## src/rtl/window_scheduler_pkg.sv

```systemverilog
// Shared constants and types for the audio capture window scheduler.
// Package name is fixed by the surrounding codebase (sampler_pkg).
package sampler_pkg;

  localparam int unsigned WINDOW_LEN  = 1024;
  localparam int unsigned NUM_WINDOWS = 8;
  localparam int unsigned RING_DEPTH  = WINDOW_LEN * NUM_WINDOWS;
  localparam int unsigned RING_ADDR_W = 13;
  localparam int unsigned WIN_IDX_W   = 3;
  localparam int unsigned SAMPLE_W    = 16;

  typedef enum logic [1:0] {
    IDLE  = 2'd0,
    RUN   = 2'd1,
    DRAIN = 2'd2
  } sched_state_t;

endpackage

```

## src/rtl/window_scheduler_if.sv

```systemverilog
// CODEC stream inputs, ring-buffer write port and hannifier handshake.
// master = scheduler side, slave = environment side.
interface window_scheduler_if #(
  parameter int unsigned DATA_W = sampler_pkg::SAMPLE_W,
  parameter int unsigned ADDR_W = sampler_pkg::RING_ADDR_W,
  parameter int unsigned IDX_W  = sampler_pkg::WIN_IDX_W
);

  logic              enable;
  logic [DATA_W-1:0] left_in_data;
  logic              left_in_valid;
  logic              left_in_ready;
  logic [DATA_W-1:0] right_in_data;
  logic              right_in_valid;
  logic              right_in_ready;
  logic [DATA_W-1:0] ring_buf_data;
  logic [ADDR_W-1:0] ring_buf_addr;
  logic              ring_buf_wren;
  logic [IDX_W-1:0]  window_start;
  logic              go_out;
  logic              hann_done;
  logic [7:0]        overrun_count;
  logic              busy;

  modport master (
    input  enable, left_in_data, left_in_valid, right_in_data, right_in_valid, hann_done,
    output left_in_ready, right_in_ready, ring_buf_data, ring_buf_addr, ring_buf_wren,
           window_start, go_out, overrun_count, busy
  );

  modport slave (
    output enable, left_in_data, left_in_valid, right_in_data, right_in_valid, hann_done,
    input  left_in_ready, right_in_ready, ring_buf_data, ring_buf_addr, ring_buf_wren,
           window_start, go_out, overrun_count, busy
  );

endinterface

```

## src/rtl/window_scheduler_ring_write_ptr.sv

```systemverilog
// Wrapping ring-buffer write pointer; flags the sample that fills the last
// slot of a window.
module ring_write_ptr #(
  parameter int unsigned WINDOW_LEN  = 1024,
  parameter int unsigned NUM_WINDOWS = 8,
  localparam int unsigned ADDR_W     = $clog2(WINDOW_LEN * NUM_WINDOWS),
  localparam int unsigned LOW_W      = $clog2(WINDOW_LEN)
) (
  input  logic              clk,
  input  logic              reset_n,
  input  logic              clear,
  input  logic              inc,
  output logic [ADDR_W-1:0] ptr,
  output logic              window_done
);

  logic [ADDR_W-1:0] ptr_q, ptr_d;

  always_comb begin
    ptr_d = ptr_q;
    if (clear) begin
      ptr_d = '0;
    end else if (inc) begin
      ptr_d = ptr_q + 1'b1;
    end
  end

  always_ff @(posedge clk or negedge reset_n) begin
    if (!reset_n) begin
      ptr_q <= '0;
    end else begin
      ptr_q <= ptr_d;
    end
  end

  assign ptr         = ptr_q;
  assign window_done = inc && !clear && (ptr_q[LOW_W-1:0] == '1);

endmodule

```

## src/rtl/window_scheduler.sv

```systemverilog
// Captures left-channel samples into the windowed ring buffer and issues
// one hannifier start per completed window, keeping at most one pending.
module window_scheduler #(
  parameter int unsigned WINDOW_LEN  = 1024,
  parameter int unsigned NUM_WINDOWS = 8,
  parameter int unsigned DATA_W      = 16
) (
  input logic                clk,
  input logic                reset_n,
  window_scheduler_if.master bus
);
  import sampler_pkg::*;

  localparam int unsigned ADDR_W = $clog2(WINDOW_LEN * NUM_WINDOWS);
  localparam int unsigned LOW_W  = $clog2(WINDOW_LEN);
  localparam int unsigned IDX_W  = ADDR_W - LOW_W;

  sched_state_t      state_q, state_d;
  logic              alive_q, alive_d;
  logic              left_ready, right_ready;
  logic              accept, wr_en, ptr_clear, win_done;
  logic [ADDR_W-1:0] wr_ptr;
  logic [IDX_W-1:0]  win_idx;

  logic              wren_q, wren_d;
  logic [ADDR_W-1:0] addr_q, addr_d;
  logic [DATA_W-1:0] data_q, data_d;
  logic              go_q, go_d;
  logic [IDX_W-1:0]  start_q, start_d;
  logic              busy_q, busy_d;
  logic              pending_q, pending_d;
  logic [IDX_W-1:0]  pend_idx_q, pend_idx_d;
  logic [7:0]        ovr_q, ovr_d;
  logic              unused_right;

  // State register
  always_ff @(posedge clk or negedge reset_n) begin
    if (!reset_n) begin
      state_q <= IDLE;
    end else begin
      state_q <= state_d;
    end
  end

  // Next-state logic
  always_comb begin
    state_d = state_q;
    unique case (state_q)
      IDLE:    if (bus.enable) state_d = RUN;
      RUN:     if (!bus.enable) state_d = DRAIN;
      DRAIN:   if (!busy_q && !pending_q) state_d = IDLE;
      default: state_d = IDLE;
    endcase
  end

  // State-decoded outputs; alive_q keeps both readies low while in reset
  always_comb begin
    left_ready  = alive_q && (state_q != DRAIN);
    right_ready = alive_q;
  end

  assign accept    = bus.left_in_valid && left_ready;
  assign wr_en     = accept && (state_q == RUN);
  assign ptr_clear = (state_q != RUN);
  assign win_idx   = wr_ptr[ADDR_W-1:LOW_W];

  ring_write_ptr #(
    .WINDOW_LEN  (WINDOW_LEN),
    .NUM_WINDOWS (NUM_WINDOWS)
  ) u_wr_ptr (
    .clk         (clk),
    .reset_n     (reset_n),
    .clear       (ptr_clear),
    .inc         (wr_en),
    .ptr         (wr_ptr),
    .window_done (win_done)
  );

  always_comb begin
    alive_d = 1'b1;
    wren_d  = wr_en;
    addr_d  = addr_q;
    data_d  = data_q;
    if (wr_en) begin
      addr_d = wr_ptr;
      data_d = bus.left_in_data;
    end
  end

  // A pending window takes the freed hannifier before a window completing in
  // the same cycle. Issue is held off one cycle after a go so pulses never
  // abut; the held window then issues from the not-busy path.
  always_comb begin
    busy_d     = busy_q && !bus.hann_done;
    pending_d  = pending_q;
    pend_idx_d = pend_idx_q;
    go_d       = 1'b0;
    start_d    = start_q;
    ovr_d      = ovr_q;
    if (pending_q && !busy_d && !go_q) begin
      go_d      = 1'b1;
      start_d   = pend_idx_q;
      busy_d    = 1'b1;
      pending_d = 1'b0;
    end
    if (win_done) begin
      if (!busy_d && !go_q) begin
        go_d    = 1'b1;
        start_d = win_idx;
        busy_d  = 1'b1;
      end else if (pending_d) begin
        pend_idx_d = win_idx;
        if (ovr_q != '1) ovr_d = ovr_q + 8'd1;
      end else begin
        pending_d  = 1'b1;
        pend_idx_d = win_idx;
      end
    end
  end

  always_ff @(posedge clk or negedge reset_n) begin
    if (!reset_n) begin
      alive_q    <= 1'b0;
      wren_q     <= 1'b0;
      addr_q     <= '0;
      data_q     <= '0;
      go_q       <= 1'b0;
      start_q    <= '0;
      busy_q     <= 1'b0;
      pending_q  <= 1'b0;
      pend_idx_q <= '0;
      ovr_q      <= '0;
    end else begin
      alive_q    <= alive_d;
      wren_q     <= wren_d;
      addr_q     <= addr_d;
      data_q     <= data_d;
      go_q       <= go_d;
      start_q    <= start_d;
      busy_q     <= busy_d;
      pending_q  <= pending_d;
      pend_idx_q <= pend_idx_d;
      ovr_q      <= ovr_d;
    end
  end

  assign bus.left_in_ready  = left_ready;
  assign bus.right_in_ready = right_ready;
  assign bus.ring_buf_wren  = wren_q;
  assign bus.ring_buf_addr  = addr_q;
  assign bus.ring_buf_data  = data_q;
  assign bus.go_out         = go_q;
  assign bus.window_start   = start_q;
  assign bus.busy           = busy_q;
  assign bus.overrun_count  = ovr_q;

  assign unused_right = ^{bus.right_in_data, bus.right_in_valid};

endmodule

```

## src/flat_wrapper.sv

```systemverilog
// flat-port wrapper written by rule: the top's interface ports become plain ports
module window_scheduler_flat import sampler_pkg::*;
#(
  parameter int unsigned WINDOW_LEN  = 1024,
  parameter int unsigned NUM_WINDOWS = 8,
  parameter int unsigned DATA_W      = 16
)
  (clk, reset_n, bus_enable, bus_left_in_data, bus_left_in_valid, bus_right_in_data, bus_right_in_valid, bus_hann_done, bus_left_in_ready, bus_right_in_ready, bus_ring_buf_data, bus_ring_buf_addr, bus_ring_buf_wren, bus_window_start, bus_go_out, bus_overrun_count, bus_busy);
  window_scheduler_if #(.DATA_W(DATA_W)) bus_i ();
  input logic clk;
  input logic reset_n;
  input wire logic [$bits(bus_i.enable)-1:0] bus_enable;
  input wire logic [$bits(bus_i.left_in_data)-1:0] bus_left_in_data;
  input wire logic [$bits(bus_i.left_in_valid)-1:0] bus_left_in_valid;
  input wire logic [$bits(bus_i.right_in_data)-1:0] bus_right_in_data;
  input wire logic [$bits(bus_i.right_in_valid)-1:0] bus_right_in_valid;
  input wire logic [$bits(bus_i.hann_done)-1:0] bus_hann_done;
  output wire logic [$bits(bus_i.left_in_ready)-1:0] bus_left_in_ready;
  output wire logic [$bits(bus_i.right_in_ready)-1:0] bus_right_in_ready;
  output wire logic [$bits(bus_i.ring_buf_data)-1:0] bus_ring_buf_data;
  output wire logic [$bits(bus_i.ring_buf_addr)-1:0] bus_ring_buf_addr;
  output wire logic [$bits(bus_i.ring_buf_wren)-1:0] bus_ring_buf_wren;
  output wire logic [$bits(bus_i.window_start)-1:0] bus_window_start;
  output wire logic [$bits(bus_i.go_out)-1:0] bus_go_out;
  output wire logic [$bits(bus_i.overrun_count)-1:0] bus_overrun_count;
  output wire logic [$bits(bus_i.busy)-1:0] bus_busy;
  assign bus_i.enable = bus_enable;
  assign bus_i.left_in_data = bus_left_in_data;
  assign bus_i.left_in_valid = bus_left_in_valid;
  assign bus_i.right_in_data = bus_right_in_data;
  assign bus_i.right_in_valid = bus_right_in_valid;
  assign bus_i.hann_done = bus_hann_done;
  assign bus_left_in_ready = bus_i.left_in_ready;
  assign bus_right_in_ready = bus_i.right_in_ready;
  assign bus_ring_buf_data = bus_i.ring_buf_data;
  assign bus_ring_buf_addr = bus_i.ring_buf_addr;
  assign bus_ring_buf_wren = bus_i.ring_buf_wren;
  assign bus_window_start = bus_i.window_start;
  assign bus_go_out = bus_i.go_out;
  assign bus_overrun_count = bus_i.overrun_count;
  assign bus_busy = bus_i.busy;
  window_scheduler #(.WINDOW_LEN(WINDOW_LEN), .NUM_WINDOWS(NUM_WINDOWS), .DATA_W(DATA_W)) u_core (.clk(clk), .reset_n(reset_n), .bus(bus_i));
endmodule
```

## config.mk

```make
export PLATFORM = sky130hd
export DESIGN_NAME = window_scheduler_flat
export DESIGN_NICKNAME = d
export VERILOG_FILES = /design/src/rtl/window_scheduler_pkg.sv /design/src/rtl/window_scheduler_if.sv /design/src/rtl/window_scheduler_ring_write_ptr.sv /design/src/rtl/window_scheduler.sv /design/src/flat_wrapper.sv
export SDC_FILE = /design/constraint.sdc
export NUM_CORES = 1
export LEC_CHECK = 0
export ABC_CLOCK_PERIOD_IN_PS = 3100
export BUFFER_PORTS_ARGS = -buffer_cell sky130_fd_sc_hd__buf_2
export CAP_MARGIN = 20
export CORE_ASPECT_RATIO = 2
export CORE_UTILIZATION = 35
export CTS_BUF_LIST = sky130_fd_sc_hd__clkbuf_4 sky130_fd_sc_hd__clkbuf_8 sky130_fd_sc_hd__clkbuf_16
export DETAILED_ROUTE_END_ITERATION = 12
export HOLD_SLACK_MARGIN = 0.02
export PLACE_DENSITY = 0.57
export SLEW_MARGIN = 10
export SYNTH_ARGS = -nofsm -noshare
export SYNTH_HDL_FRONTEND = slang
export SYNTH_HIERARCHICAL = 1
export SYNTH_SLANG_ARGS = --single-unit
export TNS_END_PERCENT = 5
```

## constraint.sdc

```tcl
create_clock -name clk -period 3.1 [get_ports clk]
set_clock_uncertainty 0.15 [all_clocks]
set_input_delay 0.465 -clock clk [delete_from_list [all_inputs] [get_ports clk]]
set_output_delay 0.465 -clock clk [all_outputs]
set_load 0.02 [all_outputs]
```

# [Yosys cells after proc, flatten, opt, wreduce, memory -nomap -nowiden]
# Cells that the tools add are included.
[totals] reg_bits=63 latchBits=0 mem_bits_rw=0 romBits=0 inputBits=38 output_inout_bits=45 word_cells=64 n_memories=0
[classes] n_addsub=2 n_mul=0 div=0 n_lt_le_gt_ge=0 eq_ne=9 shift=0 mux=18 bitwise=1 n_reduce_logical=22
[ops] operator="2-to-1 mux 13 bit" count=2
[ops] operator="adder 13 x 1 -> 13 bit (second input constant)" count=1
[ops] operator="== test 10 bit (second input constant)" count=1
[ops] operator="logical AND 1 bit" count=10
[ops] operator="2-to-1 mux 1 bit" count=9
[ops] operator="2-to-1 mux 3 bit" count=3
[ops] operator="adder 8 x 1 -> 8 bit (second input constant)" count=1
[ops] operator="!= test 8 bit (second input constant)" count=1
[ops] operator="logical NOT 1 bit" count=7
[ops] operator="2-to-1 mux 2 bit" count=3
[ops] operator="!= test 2 bit (second input constant)" count=3
[ops] operator="case mux 2 bit (3 select lines)" count=1
[ops] operator="!= test 2 x 1 -> 1 bit (second input constant)" count=2
[ops] operator="AND reduction 4 bit" count=1
[ops] operator="AND reduction 3 bit" count=1
[ops] operator="== test 2 x 1 -> 1 bit (second input constant)" count=1
[ops] operator="== test 2 bit (second input constant)" count=1
[ops] operator="logical NOT 2 bit" count=1
[ops] operator="AND reduction 2 bit" count=1
[ops] operator="nonzero test 2 bit" count=1
[ops] operator="inverter 1 bit" count=1

# [Logic depth before layout (Yosys ltp)]
[depth] depth_word=10 mapped_depth=10 mapped_depth_nobuf=8

# [By module]
# The synthesis kept the hierarchy.
[modules_own_cells] module="window_scheduler" n_inst=1 cells_per_inst=207 area_per_inst_um2=2127.0 seq_area_each_um2=1251.2
[modules_own_cells] module="ring_write_ptr" n_inst=1 cells_per_inst=68 area_per_inst_um2=690.7 seq_area_each_um2=325.3

# [Worst setup path before layout]
# OpenSTA, ideal clock, no wires.
[synth_path] kind="reg-to-reg" from="register u_core.alive_q (netlist: u_core/bus.right_in_ready)" to="register u_core.ovr_q[5] (netlist: u_core/bus.overrun_count[5])" setup_ps=80 arrival_ps=2680 required_ps=2870 slack_ps=190 stages_incl_launch_ff=11 n_path_buf=2 period_less_slack_ps=2910 path_cell_list="dfrtp_1 > nand4b_1 > inv_1 > clkbuf_1 > nand4_2 > nor4_2 > nor2b_1 > clkbuf_4 > o2111ai_2 > nor3_2 > xor2_1"
[synth_between] elab_chain_len=6
[synth_rtl] item="start, declared" line_no="window_scheduler.sv:19" text="logic alive_q, alive_d;"
[synth_rtl] item="start signal, assigned" line_no="window_scheduler.sv:134" text="alive_q <= alive_d;"
[synth_rtl] item="logical AND 1 bit" line_no="window_scheduler.sv:58" text="left_ready = alive_q && (state_q != DRAIN);"
[synth_rtl] item="logical AND 1 bit" line_no="window_scheduler.sv:62" text="assign accept = bus.left_in_valid && left_ready;"
[synth_rtl] item="logical AND 1 bit" line_no="window_scheduler.sv:63" text="assign wr_en = accept && (state_q == RUN);"
[synth_rtl] item="via u_core.wr_en" line_no="window_scheduler.sv:21" text="logic accept, wr_en, ptr_clear, win_done;"
[synth_rtl] item="logical AND 1 bit (2 in series)" line_no="window_scheduler_ring_write_ptr.sv:37" text="assign window_done = inc && !clear && (ptr_q[LOW_W-1:0] == '1);"
[synth_rtl] item="via u_core.win_done" line_no="window_scheduler.sv:21"
[synth_rtl] item="AND reduction 4 bit (no source line)"
[synth_rtl] item="end signal, assigned" line_no="window_scheduler.sv:143" text="ovr_q <= ovr_d;"
[synth_rtl] item="end, declared" line_no="window_scheduler.sv:33" text="logic [7:0] ovr_q, ovr_d;"
# The timed path passes the listed nets, and every way through them passes these cells.
# A chain may end at the register's enable or synchronous reset.

# [Worst setup path in the final report]
[layout_path] from="register u_core.state_q[1]" to="register u_core.ovr_q[6] (netlist: u_core/bus.overrun_count[6])"
[layout_between] elab_chain_len=7 word_cells_on_any_way=10 cone_classes="eq/ne (3); reduce/logical (7)"
[layout_rtl] item="start, declared" line_no="window_scheduler.sv:18" text="sched_state_t state_q, state_d;"
[layout_rtl] item="start signal, assigned" line_no="window_scheduler.sv:41" text="state_q <= state_d;"
[layout_rtl] item="!= test 2 bit" line_no="window_scheduler.sv:58"
[layout_rtl] item="logical AND 1 bit" line_no="window_scheduler.sv:58"
[layout_rtl] item="logical AND 1 bit" line_no="window_scheduler.sv:62"
[layout_rtl] item="logical AND 1 bit" line_no="window_scheduler.sv:63"
[layout_rtl] item="logical AND 1 bit * (2 in series)" line_no="window_scheduler_ring_write_ptr.sv:37"
[layout_rtl] item="via u_core.win_done" line_no="window_scheduler.sv:21"
[layout_rtl] item="AND reduction 4 bit (no source line) *"
# Mark *: on every way through the listed nets, which the timed path passes. The rest lies on a longest branch.

==> impl_metrics.csv <==
group,metric,value,unit
outcome,outcome,"finished, final reports clean",
clock_network,cts_resized,0,
setup_path,critPathMaxStageDelay,0.40,ns
sta,fin_tns_setup,0,ns
final_layout,antenna_cells,0,
setup_path,crit_start,"u_core/state_q[1]",
clock_network,cts_made_buffers,9,
sta,fin_ws,0.498,ns
synth,yosysWarnings,6,
sta,layout_min_cycle_time,2.60,ns
setup_path,worstPathRequired,3.16,ns
die,start_util,35.7,%
placed_design,dpl_cell_area,0.00326,mm^2
power_and_ir_drop,vdd_drop_max,341,uV
die,boundaryPins,83,
final_layout,fillers,742,
synth,synth_fp_nets,315,
clock_network,cts.sinks,63,
die,fp.dieH,129,um
sta,rsz0062_at_grt,"false",
global_route,grt_usage,15.9,%
final_layout,fin_nets,387,
setup_path,critPathCaptureType,"register",
synth,yosys-mux-area-fraction,4.71,%
routing,via_per_inst,4.81,
die,core,0.00789,mm^2
sta,fmax,384,MHz
clock_network,cts_buffer_depth,2,
power_and_ir_drop,powerDensity,624,mW/mm^2
routing,wl_met2,3190,um
final_layout,seq_area,0.00158,mm^2
global_route,grt_max_degree,64,
synth,synthAdderAreaFrac,1.24,%
synth,ys_seq_area_share,56.0,%
sta,final_hold_viol_count,0,
placed_design,place_ws,0.371,ns
flow_run,cap_violations,0,
setup_path,crit_type,"register to register",
global_route,overflow,0,
setup_path,r2r_setup_slack,0.50,ns
die,die_area,0.00844,mm^2
synth,synth_cell_types,49,
synth,synth_top_family_by_area,"simple AND/OR/NAND/NOR gates",
clock_network,worstSkewPairLatency,0.33,ns
worst_hold_path,hp-class,"input port to register",
routing,drcViolationCount,0,
routing,highest_layer,"met4",
global_route,grt_pass1_vias,2063,
setup_path,crit_chain,"nand4b_1, inv_1, nand4_2, nor4_2, nor2b_1, buf_4, o2111ai_4, nor3_2, mux2_1",
die,num_rows,46,
clock_network,ctsRootBufferMaster,"clkbuf_16",
setup_path,cp_max_fo,12,
setup_path,cp.arrival,2.67,ns
synth,synth-compound-area-share,6.93,%
placed_design,dp.final_hpwl,4140,um
final_layout,drive_gt1_share,29.8,%
sta,slew_violations,0,
clock_network,cts_tree,"built",
routing,dr_wl_met3,243,um
clock_network,postCtsHoldBufs,1,
routing,vias,2156,
clock_network,cts.clk_slew.worst_paths,0.05,ns
placed_design,gp_congestion,0.767,
final_layout,area_growth,28.3,%
synth,syn_area_per_cell,10.2,um^2
routing,wl,6010,um
final_layout,multiInputGateArea,0.00118,mm^2
synth,synth-simple-area-share,26.2,%
sta,holdWs,0.166,ns
final_layout,finalInstanceArea,0.00362,mm^2
power_and_ir_drop,power,2.26,mW
routing,drtPass1Iterations,4,
synth,synth_xor_area_share,2.49,%
routing,drtIter0Drc,79,
routing,postRouteAntennaNets,0,
global_route,antenna_found_initial,0,
sta,setup_viol,0,
setup_path,start_kind,"register",
die,die_w,65.4,um
global_route,grt_pass1_wl,9740,um
routing,wl_per_cell,13.4,um
clock_network,post_cts_buffers,0,
setup_path,crit_end,"u_core/bus.overrun_count[6]",
setup_path,worstReg2RegStart,"u_core/state_q[1]",
synth,syn_inst,275,
setup_path,slowest_stage,"dfrtp_1",
setup_path,r2r_end,"u_core/bus.overrun_count[6]",
sta,post-route-period-util,83.9,%
clock_network,h-tree-depth,3,
power_and_ir_drop,power_leakage,1.92,nW
synth,ys_ff_latch,63,
routing,wl_met1,2410,um
setup_path,reg2reg_depth,9,
placed_design,port_buffers,65,
synth,synthesis.area,0.00282,mm^2
## cells in the final DEF, fill, tap and decap left out, types with 2 or more instances in the layout
| master | instances |
|---|---|
| nand2_1 | 99 |
| buf_2 | 65 |
| dfrtp_1 | 63 |
| nor2_1 | 12 |
| clkbuf_16 | 9 |
| nor2b_1 | 7 |
| xor2_1 | 7 |
| mux2_1 | 6 |
| a21oi_1 | 6 |
| o21ai_0 | 5 |
| nand2b_1 | 4 |
| buf_4 | 4 |
| bufinv_16 | 3 |
| a31oi_1 | 3 |
| a22oi_1 | 3 |
| inv_1 | 3 |
| mux2_4 | 3 |
| nand4_1 | 3 |
| clkinv_2 | 2 |
| nor2_2 | 2 |
| and2b_1 | 2 |
| nand3_1 | 2 |
| nor3_2 | 2 |
| mux2i_1 | 2 |
| ha_1 | 2 |
| o31ai_1 | 2 |
| or4_1 | 2 |
| or3_1 | 2 |
| nor4_1 | 2 |
## final cells by class
type / count / share of cell area, %
clock inverter: 6 / 2.98
sequential: 63 / 43.6
multi-input combinational: 199 / 32.5
inverter: 3 / 0.311
timing repair buffer: 71 / 10.7
tap: 96 / 3.32
clock buffer: 10 / 6.61
## report_power, final
| group | internal [mW] | switching [mW] |
|---|---|---|
| Combinational | 0.0679 | 0.136 |
| Sequential | 0.871 | 0.0244 |
| Clock | 0.803 | 0.354 |
## per-layer routing
layer / GRT usage [%] / vias to the layer above
met5: 0 / -
met4: 10.4 / 0
met3: 4.52 / 11
met2: 27.2 / 53
met1: 16.6 / 1031
li1: - / 1061
## worst max-delay path, delay by kind of cell (launching register included)
family          cells  cell delay, ns
simple gates        5            1.09
flops               1            0.40
buf+inv             2            0.34
mux                 1            0.33
compound gates      1            0.17
## how the worst min path moves through the flow
stage | cells after the start | endpoint | from | slack, ns
finish | 3 | u_core/bus.ring_buf_data[15] | bus_left_in_data[15] | 0.17
global route | 3 | u_core/bus.ring_buf_data[12] | bus_left_in_data[12] | 0.17
CTS | 3 | u_core/bus.ring_buf_data[15] | bus_left_in_data[15] | 0.16
detailed placement | 2 | u_core/bus.ring_buf_addr[0] | u_core/bus.ring_buf_addr[0] | 0.31
global placement | 1 | u_core/state_q[0] | u_core/state_q[1] | 0.29
floorplan | 0 | u_core/bus.busy | reset_n | 0.02
## metrics by stage
| stage | instances | utilization (%) |
|---|---|---|
| 3_5_place_dp | 431 | 41.3 |
| 5_1_grt | 448 | 45.9 |
| 6_report | 448 | 45.9 |
| 4_1_cts | 448 | 45.9 |
| 3_3_place_gp | 431 | 41.3 |
| 2_1_floorplan | 275 | - |
## sequential cells by signal, indices dropped and copies added, names as in the netlist
| signal | cells |
|---|---|
| u_core/bus.right_in_ready | 1 |
| u_core/bus.busy | 1 |
| u_core/bus.window_start | 3 |
| u_core/bus.ring_buf_wren | 1 |
| u_core/bus.ring_buf_data | 16 |
| u_core/bus.ring_buf_addr | 13 |
| u_core/state_q | 2 |
| u_core/u_wr_ptr/ptr | 13 |
| u_core/bus.overrun_count | 8 |
| u_core/pend_idx_q | 3 |
| u_core/pending_q | 1 |
| u_core/bus.go_out | 1 |
## kinds of logic (layout without fill, tap and decap cells)
family / after synthesis / count (layout)
and+or+nand+nor: 151 / 151
DFF: 63 / 63
AOI/OAI and AO/OA: 25 / 25
buffers and inverters: 13 / 90
muxes: 11 / 11
xor gates and xnor gates: 8 / 8
adders and majority gates: 3 / 3
other: 1 / 1
## synthesized netlist by cell type (all sizes together)
library cell / n / area [um^2]
inv: 3 / 11.3
a21oi: 6 / 30.0
nand4b: 1 / 8.76
a31oi: 3 / 18.8
a22oi: 3 / 22.5
and3: 1 / 6.26
and4: 2 / 18.8
o2111ai: 2 / 41.3
maj3: 1 / 10.0
nand2b: 4 / 25.0
o21bai: 1 / 7.51
xor2: 7 / 61.3
xnor2: 1 / 8.76
o21ai: 6 / 41.3
or2: 1 / 8.76
nor3b: 1 / 12.5
or4: 2 / 15.0
conb: 1 / 3.75
nor4: 3 / 25.0
nor3: 3 / 36.3
nand3: 2 / 10.0
and2b: 2 / 15.0
ha: 2 / 25.0
nor2: 14 / 57.6
a211oi: 1 / 12.5
mux2i: 2 / 20.0
nand4: 5 / 52.6
clkbuf: 5 / 26.3
dfrtp: 63 / 1580
and2: 1 / 6.26
mux2: 9 / 113
buf: 5 / 27.5
o31ai: 2 / 15.0
o22ai: 1 / 6.26
nor2b: 8 / 57.6
nand2: 99 / 372
or3: 2 / 12.5
Note: power is estimated with default switching activity, not from simulation.
